$ cat src/rtl/falu_seq_if.sv
//------------------------------------------------------------------------------
// Module  : falu_seq_if
// Brief   : Command/response handshake bundle for the FP ALU sequencer.
// Revision: 1.0
//------------------------------------------------------------------------------
`default_nettype none

interface falu_seq_if #(
  parameter int TAG_W = 4
);
  logic             cmd_valid;
  logic             cmd_ready;
  logic [63:0]      cmd_a;
  logic [63:0]      cmd_b;
  logic [1:0]       cmd_op;
  logic [TAG_W-1:0] cmd_tag;

  logic             rsp_valid;
  logic             rsp_ready;
  logic [63:0]      rsp_y;
  logic [TAG_W-1:0] rsp_tag;
  logic             rsp_div0;

  modport master (
    output cmd_valid, cmd_a, cmd_b, cmd_op, cmd_tag, rsp_ready,
    input  cmd_ready, rsp_valid, rsp_y, rsp_tag, rsp_div0
  );

  modport slave (
    input  cmd_valid, cmd_a, cmd_b, cmd_op, cmd_tag, rsp_ready,
    output cmd_ready, rsp_valid, rsp_y, rsp_tag, rsp_div0
  );
endinterface

`default_nettype wire

$ cat src/rtl/falu_seq.sv
//------------------------------------------------------------------------------
// Module  : falu_seq
// Brief   : Buffers tagged FP ALU commands, issues one at a time, returns
//           tagged results. Optional divide-by-zero flag: FALU_SEQ_DIV0_EN.
// Revision: 1.0
//------------------------------------------------------------------------------
`default_nettype none

module falu_seq #(
  parameter int DEPTH   = 4,
  parameter int ALU_LAT = 1,
  parameter int TAG_W   = 4
) (
  input  wire logic        clock,
  input  wire logic        reset,
  falu_seq_if.slave        bus,
  output logic [63:0]      ia,
  output logic [63:0]      ib,
  output logic [1:0]       op,
  input  wire logic [63:0] oy,
  output logic             busy
);

  localparam int c_PTR_W = (DEPTH < 2) ? 1 : $clog2(DEPTH);
  localparam int c_CNT_W = $clog2(DEPTH + 1);
  localparam int c_LAT_W = (ALU_LAT < 2) ? 1 : $clog2(ALU_LAT + 1);

  typedef struct packed {
    logic [63:0]      a;
    logic [63:0]      b;
    logic [1:0]       op;
    logic [TAG_W-1:0] tag;
  } cmd_t;

  typedef enum logic [1:0] {
    S_IDLE = 2'd0,
    S_WAIT = 2'd1,
    S_RESP = 2'd2
  } state_t;

  cmd_t               r_mem [DEPTH];
  logic [c_PTR_W-1:0] r_wr_ptr;
  logic [c_PTR_W-1:0] r_rd_ptr;
  logic [c_CNT_W-1:0] r_count;

  state_t             r_state;
  logic [c_LAT_W-1:0] r_cnt;
  logic [TAG_W-1:0]   r_tag;
  logic               r_rsp_valid;
  logic [63:0]        r_rsp_y;
  logic [TAG_W-1:0]   r_rsp_tag;

  logic               w_full;
  logic               w_empty;
  logic               w_push;
  logic               w_pop;
  cmd_t               w_head;

  assign w_full  = (r_count == c_CNT_W'(DEPTH));
  assign w_empty = (r_count == '0);
  assign w_push  = bus.cmd_valid && !w_full;
  assign w_pop   = (r_state == S_IDLE) && !w_empty;
  assign w_head  = r_mem[r_rd_ptr];

  assign bus.cmd_ready = !w_full;
  assign bus.rsp_valid = r_rsp_valid;
  assign bus.rsp_y     = r_rsp_y;
  assign bus.rsp_tag   = r_rsp_tag;
  assign busy          = !w_empty || (r_state != S_IDLE);

  // Storage carries no reset; only pointers and count define its contents.
  always_ff @(posedge clock) begin
    if (w_push) begin
      r_mem[r_wr_ptr] <= '{a: bus.cmd_a, b: bus.cmd_b, op: bus.cmd_op, tag: bus.cmd_tag};
    end
  end

  always_ff @(posedge clock or negedge reset) begin
    if (!reset) begin
      r_wr_ptr <= '0;
      r_rd_ptr <= '0;
      r_count  <= '0;
    end else begin
      if (w_push) r_wr_ptr <= r_wr_ptr + 1'b1;
      if (w_pop)  r_rd_ptr <= r_rd_ptr + 1'b1;
      case ({w_push, w_pop})
        2'b10:   r_count <= r_count + 1'b1;
        2'b01:   r_count <= r_count - 1'b1;
        default: r_count <= r_count;
      endcase
    end
  end

`ifdef FALU_SEQ_DIV0_EN
  logic r_div0_pend;
  logic r_rsp_div0;

  assign bus.rsp_div0 = r_rsp_div0;

  always_ff @(posedge clock or negedge reset) begin
    if (!reset) begin
      r_div0_pend <= 1'b0;
      r_rsp_div0  <= 1'b0;
    end else begin
      if (w_pop) begin
        r_div0_pend <= (w_head.op == 2'b11) && (w_head.b[62:0] == 63'd0);
      end
      if ((r_state == S_WAIT) && (r_cnt == c_LAT_W'(1))) begin
        r_rsp_div0 <= r_div0_pend;
      end
    end
  end
`else
  assign bus.rsp_div0 = 1'b0;
`endif

  always_ff @(posedge clock or negedge reset) begin
    if (!reset) begin
      r_state     <= S_IDLE;
      r_cnt       <= '0;
      r_tag       <= '0;
      ia          <= '0;
      ib          <= '0;
      op          <= '0;
      r_rsp_valid <= 1'b0;
      r_rsp_y     <= '0;
      r_rsp_tag   <= '0;
    end else begin
      case (r_state)
        S_IDLE: begin
          if (w_pop) begin
            ia      <= w_head.a;
            ib      <= w_head.b;
            op      <= w_head.op;
            r_tag   <= w_head.tag;
            r_cnt   <= c_LAT_W'(ALU_LAT);
            r_state <= S_WAIT;
          end
        end
        S_WAIT: begin
          if (r_cnt == c_LAT_W'(1)) begin
            r_rsp_y     <= oy;
            r_rsp_tag   <= r_tag;
            r_rsp_valid <= 1'b1;
            r_state     <= S_RESP;
          end else begin
            r_cnt <= r_cnt - 1'b1;
          end
        end
        S_RESP: begin
          if (bus.rsp_ready) begin
            r_rsp_valid <= 1'b0;
            r_state     <= S_IDLE;
          end
        end
        default: r_state <= S_IDLE;
      endcase
    end
  end

endmodule

`default_nettype wire

$ cat src/flat_wrapper.sv
// flat-port wrapper written by rule: the top's interface ports become plain ports
module falu_seq_flat 
#(
  parameter int DEPTH   = 4,
  parameter int ALU_LAT = 1,
  parameter int TAG_W   = 4
)
  (clock, reset, ia, ib, op, oy, busy, bus_cmd_valid, bus_cmd_a, bus_cmd_b, bus_cmd_op, bus_cmd_tag, bus_rsp_ready, bus_cmd_ready, bus_rsp_valid, bus_rsp_y, bus_rsp_tag, bus_rsp_div0);
  falu_seq_if #(.TAG_W(TAG_W)) bus_i ();
  input  wire logic clock;
  input  wire logic reset;
  output logic [63:0] ia;
  output logic [63:0] ib;
  output logic [1:0] op;
  input  wire logic [63:0] oy;
  output logic busy;
  input wire logic [$bits(bus_i.cmd_valid)-1:0] bus_cmd_valid;
  input wire logic [$bits(bus_i.cmd_a)-1:0] bus_cmd_a;
  input wire logic [$bits(bus_i.cmd_b)-1:0] bus_cmd_b;
  input wire logic [$bits(bus_i.cmd_op)-1:0] bus_cmd_op;
  input wire logic [$bits(bus_i.cmd_tag)-1:0] bus_cmd_tag;
  input wire logic [$bits(bus_i.rsp_ready)-1:0] bus_rsp_ready;
  output wire logic [$bits(bus_i.cmd_ready)-1:0] bus_cmd_ready;
  output wire logic [$bits(bus_i.rsp_valid)-1:0] bus_rsp_valid;
  output wire logic [$bits(bus_i.rsp_y)-1:0] bus_rsp_y;
  output wire logic [$bits(bus_i.rsp_tag)-1:0] bus_rsp_tag;
  output wire logic [$bits(bus_i.rsp_div0)-1:0] bus_rsp_div0;
  assign bus_i.cmd_valid = bus_cmd_valid;
  assign bus_i.cmd_a = bus_cmd_a;
  assign bus_i.cmd_b = bus_cmd_b;
  assign bus_i.cmd_op = bus_cmd_op;
  assign bus_i.cmd_tag = bus_cmd_tag;
  assign bus_i.rsp_ready = bus_rsp_ready;
  assign bus_cmd_ready = bus_i.cmd_ready;
  assign bus_rsp_valid = bus_i.rsp_valid;
  assign bus_rsp_y = bus_i.rsp_y;
  assign bus_rsp_tag = bus_i.rsp_tag;
  assign bus_rsp_div0 = bus_i.rsp_div0;
  falu_seq #(.DEPTH(DEPTH), .ALU_LAT(ALU_LAT), .TAG_W(TAG_W)) u_core (.clock(clock), .reset(reset), .bus(bus_i), .ia(ia), .ib(ib), .op(op), .oy(oy), .busy(busy));
endmodule
$ cat config.mk
export PLATFORM = sky130hd
export DESIGN_NAME = falu_seq_flat
export DESIGN_NICKNAME = d
export VERILOG_FILES = /design/src/rtl/falu_seq_if.sv /design/src/rtl/falu_seq.sv /design/src/flat_wrapper.sv
export SDC_FILE = /design/constraint.sdc
export NUM_CORES = 1
export LEC_CHECK = 0
export BUFFER_PORTS_ARGS = -buffer_cell sky130_fd_sc_hd__buf_4
export CAP_MARGIN = 20
export CORE_MARGIN = 2
export CORE_UTILIZATION = 57
export DETAILED_ROUTE_END_ITERATION = 8
export PLACE_DENSITY = 0.8
export SYNTH_ARGS = -nofsm -noshare
export SYNTH_HDL_FRONTEND = slang
export SYNTH_SLANG_ARGS = --single-unit
$ cat constraint.sdc
create_clock -name clock -period 4.8 [get_ports clock]
set_input_delay 0.96 -clock clock [delete_from_list [all_inputs] [get_ports clock]]
set_output_delay 0.96 -clock clock [all_outputs]
set_load 0.1 [all_outputs]
## Yosys cells after proc, flatten, opt, wreduce, memory -nomap -nowiden

Memories as Yosys holds them, arrays and structs flattened. A register that Yosys moved wholly into a read port is not among the register bits.
Index checks and enable logic that the tools add are counted.

| word-level totals | value |
|---|---|
| bits in registers | 79 |
| bits in writable memories | 536 |
| output and inout bits | 202 |
| logic and storage cells | 52 |
| memories | 1 |

Memories:

| name | words | width | read ports | clocked after memory_dff | wr ports | RTL line | text |
|---|---|---|---|---|---|---|---|
| u_core.r_mem | 4 | 134 | 1 | 1 | 1 | falu_seq.sv:41 | `cmd_t r_mem [DEPTH];` |

| operators by class | value |
|---|---|
| $add $sub $neg | 5 |
| equality and inequality tests | 8 |
| multiplexer cells | 13 |
| reduce and logical (&&, ||, !) cells | 17 |

Operator list:

| cell | count |
|---|---|
| 2-bit nonzero test | 4 |
| 1-bit 2-to-1 mux | 6 |
| 2-bit 2-to-1 mux | 3 |
| 2-bit case mux with 3 select lines | 1 |
| 3-bit case mux with 2 select lines | 1 |
| 2-bit AND reduction | 3 |
| 3-bit AND reduction | 2 |
| 2-bit by 1-bit adder with 2-bit output, second input constant | 2 |
| 2-bit by 1-bit == test with 1-bit output, second input constant | 2 |
| 2-bit == test, second input constant | 2 |
| 2-bit by 1-bit inequality test with 1-bit output, second input constant | 2 |
| 1-bit case mux with 2 select lines | 2 |
| 3-bit by 1-bit adder with 3-bit output, second input constant | 1 |
| 3-bit == test, second input constant | 1 |
| 1-bit logical NOT | 3 |
| 3-bit logical NOT | 1 |
| 3-bit by 1-bit subtractor with 3-bit output, second input constant | 1 |
| 1-bit logical AND | 2 |
| 2-bit logical NOT | 1 |
| 2-bit inequality test, second input constant | 1 |
| 1-bit logical OR | 1 |
| 1-bit subtractor, second input constant | 1 |

## Longest topological paths before layout

Gate-level depths: netlist of the first run.

| depth | value |
|---|---|
| depth in word-level cells | 5 |
| gate-level depth with buffers | 11 |
| mapped depth without buffers | 9 |

## Worst setup path before layout of the first run

OpenSTA, ideal clock, no wires.

| path | value |
|---|---|
| kind | register -> register |
| from | register u_core.r_count[2] |
| to | memory u_core.r_mem[0][0] (netlist bit) (enable) |
| data arrival time | 4.476 ns |
| required time | 4.290 ns |
| setup slack | -0.186 ns |
| cell stages (with the launch flop) | 3 |
| path through | dfrtp_1 or3b_1 and3_1 |

| on the way | value |
|---|---|
| word-level cells in the longest chain between the ends | 5 |

RTL lines:

| element | RTL line | text |
|---|---|---|
| start: declaration | falu_seq.sv:44 | `logic [c_CNT_W-1:0] r_count;` |
| start signal: assignment | falu_seq.sv:87 | `2'b10: r_count <= r_count + 1'b1;` |
| start signal: assignment | falu_seq.sv:88 | `2'b01: r_count <= r_count - 1'b1;` |
| start signal: assignment | falu_seq.sv:89 | `default: r_count <= r_count;` |
| 3-bit == test | falu_seq.sv:59 | `assign w_full = (r_count == c_CNT_W'(DEPTH));` |
| 1-bit logical NOT | - |  |
| via bus_cmd_ready | flat_wrapper.sv:23 | `output wire logic [$bits(bus_i.cmd_ready)-1:0] bus_cmd_ready;` |
| 1-bit logical AND | falu_seq.sv:61 | `assign w_push = bus.cmd_valid && !w_full;` |
| 1-bit 2-to-1 mux | falu_seq.sv:73 | `if (w_push) begin` |
| 1-bit 2-to-1 mux (implied by the code) | falu_seq.sv:74 | `r_mem[r_wr_ptr] <= '{a: bus.cmd_a, b: bus.cmd_b, op: bus.cmd_op, tag: bus.cmd_tag};` |
| end: declaration | falu_seq.sv:41 |  |

The timed path passes the listed nets, and every way through them passes these cells.

## Worst setup path after layout of the first run

| path | value |
|---|---|
| from | register u_core.r_state[0] |
| to | register u_core.ia[41] |

| on the way | value |
|---|---|
| word-level cells in the longest chain between the ends | 3 |

RTL lines:

| element | RTL line | text |
|---|---|---|
| start: declaration | falu_seq.sv:46 | `state_t r_state;` |
| start signal: assignment | falu_seq.sv:119 | `r_state <= S_IDLE;` |
| start signal: assignment | falu_seq.sv:137 | `r_state <= S_WAIT;` |
| start signal: assignment | falu_seq.sv:145 | `r_state <= S_RESP;` |
| 2-bit logical NOT (*) | falu_seq.sv:62, falu_seq.sv:129 |  |
| 1-bit logical AND | falu_seq.sv:62 | `assign w_pop = (r_state == S_IDLE) && !w_empty;` |
| 2-bit AND reduction (no source line) (*) | - |  |
| end signal: assignment | falu_seq.sv:132 | `ia <= w_head.a;` |
| end: declaration | falu_seq.sv:17 | `output logic [63:0] ia,` |

Mark *: on every way between the ends. The rest lies on a longest branch, timed or not.
A chain may end at the register's enable or synchronous reset.

==> metrics, run 1 <==
predominant post-synthesis flop cell=edfxtp_1; FP Rows=80; Die W=223.7 µm; gpl congestion=0.7646; Final min period=3.021 ns; Netlist Area Pre-Place=27,510 µm²; Synth Net Count=1,391; htree depth=3; CTS Sinks=749; slew margin rel.=0.2558; drt pass-1 iters=5; f_max=0.3311 GHz; flop2flop setup slack=1.78 ns; IO Port Bufs=402; post-DP HPWL=34,870 µm; CP max-delay cell=buf_4; Slew @ Worst Pin=1.116 ns; Syn Inst Count=1,183; commonest cells after routing, fill and taps aside=536 x edfxtp_1, 409 x buf_4, 211 x dfrtp_1; antenna violations before repair=10; fin crit share=0.6293; kind of critical path=reg -> reg; Num CTS Buffers=75; slowest stage delay, CP=0.93 ns; initial core utilization=0.5774; sequential area share after synthesis=0.7788; top post-synthesis cells by area=edfxtp_1 59%, dfrtp_1 19%, mux4_2 11%; Hold WS=0.4056 ns; core area=47,650 µm²; Total GRT Usage=0.2326; CP Capture Type=flop; worst min-delay path category=in -> async; crit path cell chain=nor2_1 -> nand2_2 -> inv_6 -> buf_4 -> mux2_2; die area=50,040 µm²; Placed Area=31,240 µm²; CP Data Arrival Time=3.50 ns; crit path buf inv count=2; Slew Viols, Final=0; count of cell types in the netlist=31; Setup TNS=0 ns; Setup WS pre-CTS=1.831 ns; CTS clk-pin slew, worst paths=0.06 ns; Top Family by Delay on Critical Path=buffers and inverters; Yosys reg bits=749; number of DRC markers in iteration 0=891; largest net degree at the start of global routing=110; fin worst setup slack=1.779 ns; Routed WL=57,460 µm; Die H=223.7 µm; Overflow after GRT=0; first-pass GRT wire length=85,980 µm; clk_skew=0.01872 ns; RSZ-0062 raised after global routing=false; leading cell type in the layout, fill and taps excluded=edfxtp_1; worst-path fanout max=70; outcome=completed; post-cts sizing count=0; Vias per Instance=5.648; final hold vios=0; share of cells above drive strength 1=0.5178; vias in the first global route=13,820; detailed-route wire length per cell=24.90 µm; total setup buffers inserted after CTS=0; Mapped Avg Cell Area=23.25 µm²; # nets final=1,835; worst skew pair latency=0.60 ns; area taken by multi-input logic gates=5754 µm²; Root Driver=clkbuf_16; Synth Warn #=0; MaxCap Viol Count=0; area share of the largest cell type after synthesis=0.5851; clock tree buffer depth=3; # setup viols final=0; DR vias=13,040; # hold bufs at CTS=0; DRC Markers=0; Post-synth EDFFs=536; IO Count=404; largest area contributor in the netlist=edfxtp_1; area delta synth->final=22.36%; worst endpoint required time=5.28 ns; Fillers=2,854; CTS tree=yes; Startpoint Class=flop; Post-synth ARST share=0.2844; Layout Cell Area excl Fill=33,660 µm²; Final ANT Viol Nets=0; Reg area=21,430 µm²
-- area by class of cell --
type                       count  share of cell area
sequential                   749              0.6367
multi-input combinational    374              0.1709
timing repair buffer         419             0.09724
clock buffer                 103             0.06349
tap                          615             0.02286
clock inverter                35            0.007323
inverter                       8            0.001041
antenna                        5           0.0003717
-- metal layers --
metal	up-vias	track usage	wire length (µm)
li1	5663	-	-
met1	6806	0.3193	23500
met2	478	0.3718	28210
met3	76	0.06427	4643
met4	12	0.06817	1026
met5	-	0	82
-- registers in the layout (all words and copies together) (netlist names) --
register,cells
u_core.bus.rsp_tag,4
u_core.bus.rsp_valid,1
u_core.bus.rsp_y,64
u_core.ia,64
u_core.ib,64
u_core.op,2
u_core.r_cnt,1
u_core.r_count,3
u_core.r_mem,536
u_core.r_rd_ptr,2
u_core.r_state,2
u_core.r_tag,4
u_core.r_wr_ptr,2
-- worst paths after layout --
check | startpoint | end | cells after the start
worst max-delay path | u_core.r_state[0] | u_core.ia[41] | 5
worst min-delay path | reset | u_core.ib[34] | 1
worst max register to register | u_core.r_state[0] | u_core.ia[41] | 5
worst min register to register | u_core.r_tag[0] | u_core.bus.rsp_tag[0] | 1
max in group asynchronous | reset | u_core.bus.rsp_y[29] | 2
min in group clock | u_core.r_tag[0] | u_core.bus.rsp_tag[0] | 1
-- cells by family after synthesis --
kind of cell,count (synthesis),share of synthesized area
and+or+nand+nor,18,0.003912
muxes,338,0.1985
DFF,749,0.7788
xor gates and xnor gates,6,0.001910
adders and majority gates,6,0.003002
buffers and inverters,60,0.01283
other,1,0.0001363
AOI/OAI and AO/OA,5,0.0009095
-- cell usage after synthesis (2+ instances only) --
cell / count
xnor2_1: 4
ha_1: 5
xor2_1: 2
dfrtp_1: 213
inv_1: 7
mux2_4: 39
mux2_2: 164
nor2_1: 2
buf_6: 11
and3_1: 4
buf_2: 30
nand2b_1: 2
o21ai_0: 4
nand2_1: 2
clkbuf_1: 9
mux4_2: 134
edfxtp_1: 536
buf_4: 2
-- stage by stage --
stage / util / cells
global route: 0.7063 / 2304
finish: 0.7065 / 2308
global placement: 0.6556 / 2164
CTS: 0.7056 / 2302
detailed placement: 0.6556 / 2164
floorplan: - / 1183
Power of run 1 is not shown: default switching activity piles up to over one toggle a cycle in this logic, so the estimate is an artifact.
==> inputs of run 2 (changes only) <==
==> constraint.sdc (replaced) <==
create_clock -name clock -period 3 [get_ports clock]
set_input_delay 0.6 -clock clock [delete_from_list [all_inputs] [get_ports clock]]
set_output_delay 0.6 -clock clock [all_outputs]
set_load 0.1 [all_outputs]
==> metrics, run 2 (synthesis results as in run 1) <==
Die H=223.7 µm (unchanged); final hold vios=0 (unchanged); leading cell type in the layout, fill and taps excluded=edfxtp_1; gpl congestion=0.7314 (-4.3%); Reg with most FFs=u_core.r_mem; CTS Sinks=749 (unchanged); outcome=completed; clk_skew=0.02291 ns (+0.004184 ns); Root Driver=clkbuf_16; worst min-delay path category=in -> reg; CTS tree=yes; number of DRC markers in iteration 0=920 (+3.3%); Final ANT Viol Nets=0 (unchanged); share of cells above drive strength 1=0.5208 (+0.003024); slew margin rel.=0.5153 (+0.2595); core area=47,650 µm² (unchanged); largest net degree at the start of global routing=85 (-23%); Layout Cell Area excl Fill=33,940 µm² (+0.83%); CP Capture Type=output port; vias in the first global route=14,070 (+1.8%); Overflow after GRT=0 (unchanged); RSZ-0062 raised after global routing=false; DRC Markers=0 (unchanged); IO Port Bufs=402 (unchanged); flip-flop count of the largest register after layout=536 (unchanged); area delta synth->final=23.37%; # setup viols final=0 (unchanged); MaxCap Viol Count=0 (unchanged); Hold WS=0.1803 ns (-0.2254 ns); kind of critical path=reg -> out; DR vias=13,340 (+2.3%); initial core utilization=0.5774 (unchanged); CTS clk-pin slew, worst paths=0.06 ns (about the same); Routed WL=57,790 µm (+0.58%); die area=50,040 µm² (unchanged); Setup TNS=0 ns (unchanged); # nets final=1,855 (+1.1%); f_max=0.4175 GHz; Total GRT Usage=0.2333 (+0.0007503); worst-path fanout max=6 (-91%); drt pass-1 iters=5 (unchanged); antenna violations before repair=8 (-2); CP Data Arrival Time=1.80 ns (-1.70 ns); worst endpoint required time=2.40 ns (-2.88 ns); Startpoint Class=flop; Num CTS Buffers=73 (-2.7%); Slew Viols, Final=0 (unchanged); Final min period=2.395 ns; final core occ=0.7123 (+0.005856); Vias per Instance=5.737 (+1.6%); first-pass GRT wire length=85,940 µm (about the same); htree depth=3 (unchanged); IO Count=404 (unchanged); detailed-route wire length per cell=24.86 µm (-0.16%); post-DP HPWL=35,560 µm (+2.0%); worst skew pair latency=0.61 ns (about the same); Slew @ Worst Pin=0.7270 ns (-0.3893 ns); clock tree buffer depth=3 (unchanged); fin crit share=0.7984; FP Rows=80 (unchanged); commonest cells after routing, fill and taps aside=536 x edfxtp_1, 415 x buf_4, 211 x dfrtp_1; Die W=223.7 µm (unchanged); Placed Area=31,600 µm² (+1.2%)
-- run 2: final cells by class --
type                            instances  area (µm²)
Sequential cell                       749       21430
Fill cell                            2756       13710
Multi-Input combinational cell        374        5754
Timing Repair Buffer                  441        3621
Clock buffer                          103        2011
Tap cell                              615       769.5
Clock inverter                         32       309.0
Inverter                                8       35.03
Antenna cell                            3       7.507
-- run 2: final timing paths --
| check | from | to | slack [ns] | cells past startpoint |
|---|---|---|---|---|
| setup / recovery | u_core.r_count[0] | bus_cmd_ready | 0.60 | 2 |
| hold / removal | bus_cmd_b[12] | u_core.r_mem[3][18] | 0.18 | 1 |
| setup reg to reg | u_core.r_count[0] | u_core.r_count[2] | 0.69 | 9 |
| hold reg to reg | u_core.bus.rsp_y[48] | u_core.bus.rsp_y[48] | 0.50 | 1 |
| max in group asynchronous | reset | u_core.ia[27] | 1.74 | 3 |
| min in group asynchronous | reset | u_core.bus.rsp_y[11] | 0.54 | 2 |
-- run 2: worst max-delay path: stages (launching register included) --
cell and delay, ns:
dfrtp_1 0.42, or3b_1 0.47, buf_4 0.28
-- run 2: routing by layer --
layer	track usage	wire length, µm	up-vias
li1	-	-	5710
met1	0.2987	22330	7006
met2	0.3862	29180	516
met3	0.06768	4687	97
met4	0.08323	1532	10
met5	0	57	-
-- run 2: what timing repair did --
item                      in CTS  in global routing
hold buffers                   1                  0
setup buffers                  0                  0
resized for setup              0                  0
hold endpoints to repair      60                  0
-- run 2: per-stage QoR --
| step | cells | worst slack (ns) |
|---|---|---|
| 3_3_place_gp | 2186 | 0.7714 |
| 2_1_floorplan | 1183 | -0.4749 |
| 4_1_cts | 2322 | 0.5575 |
| 5_1_grt | 2324 | 0.5424 |
| 6_report | 2325 | 0.6049 |
| 3_5_place_dp | 2186 | 0.6963 |
Power of run 2 is left out for the same reason.
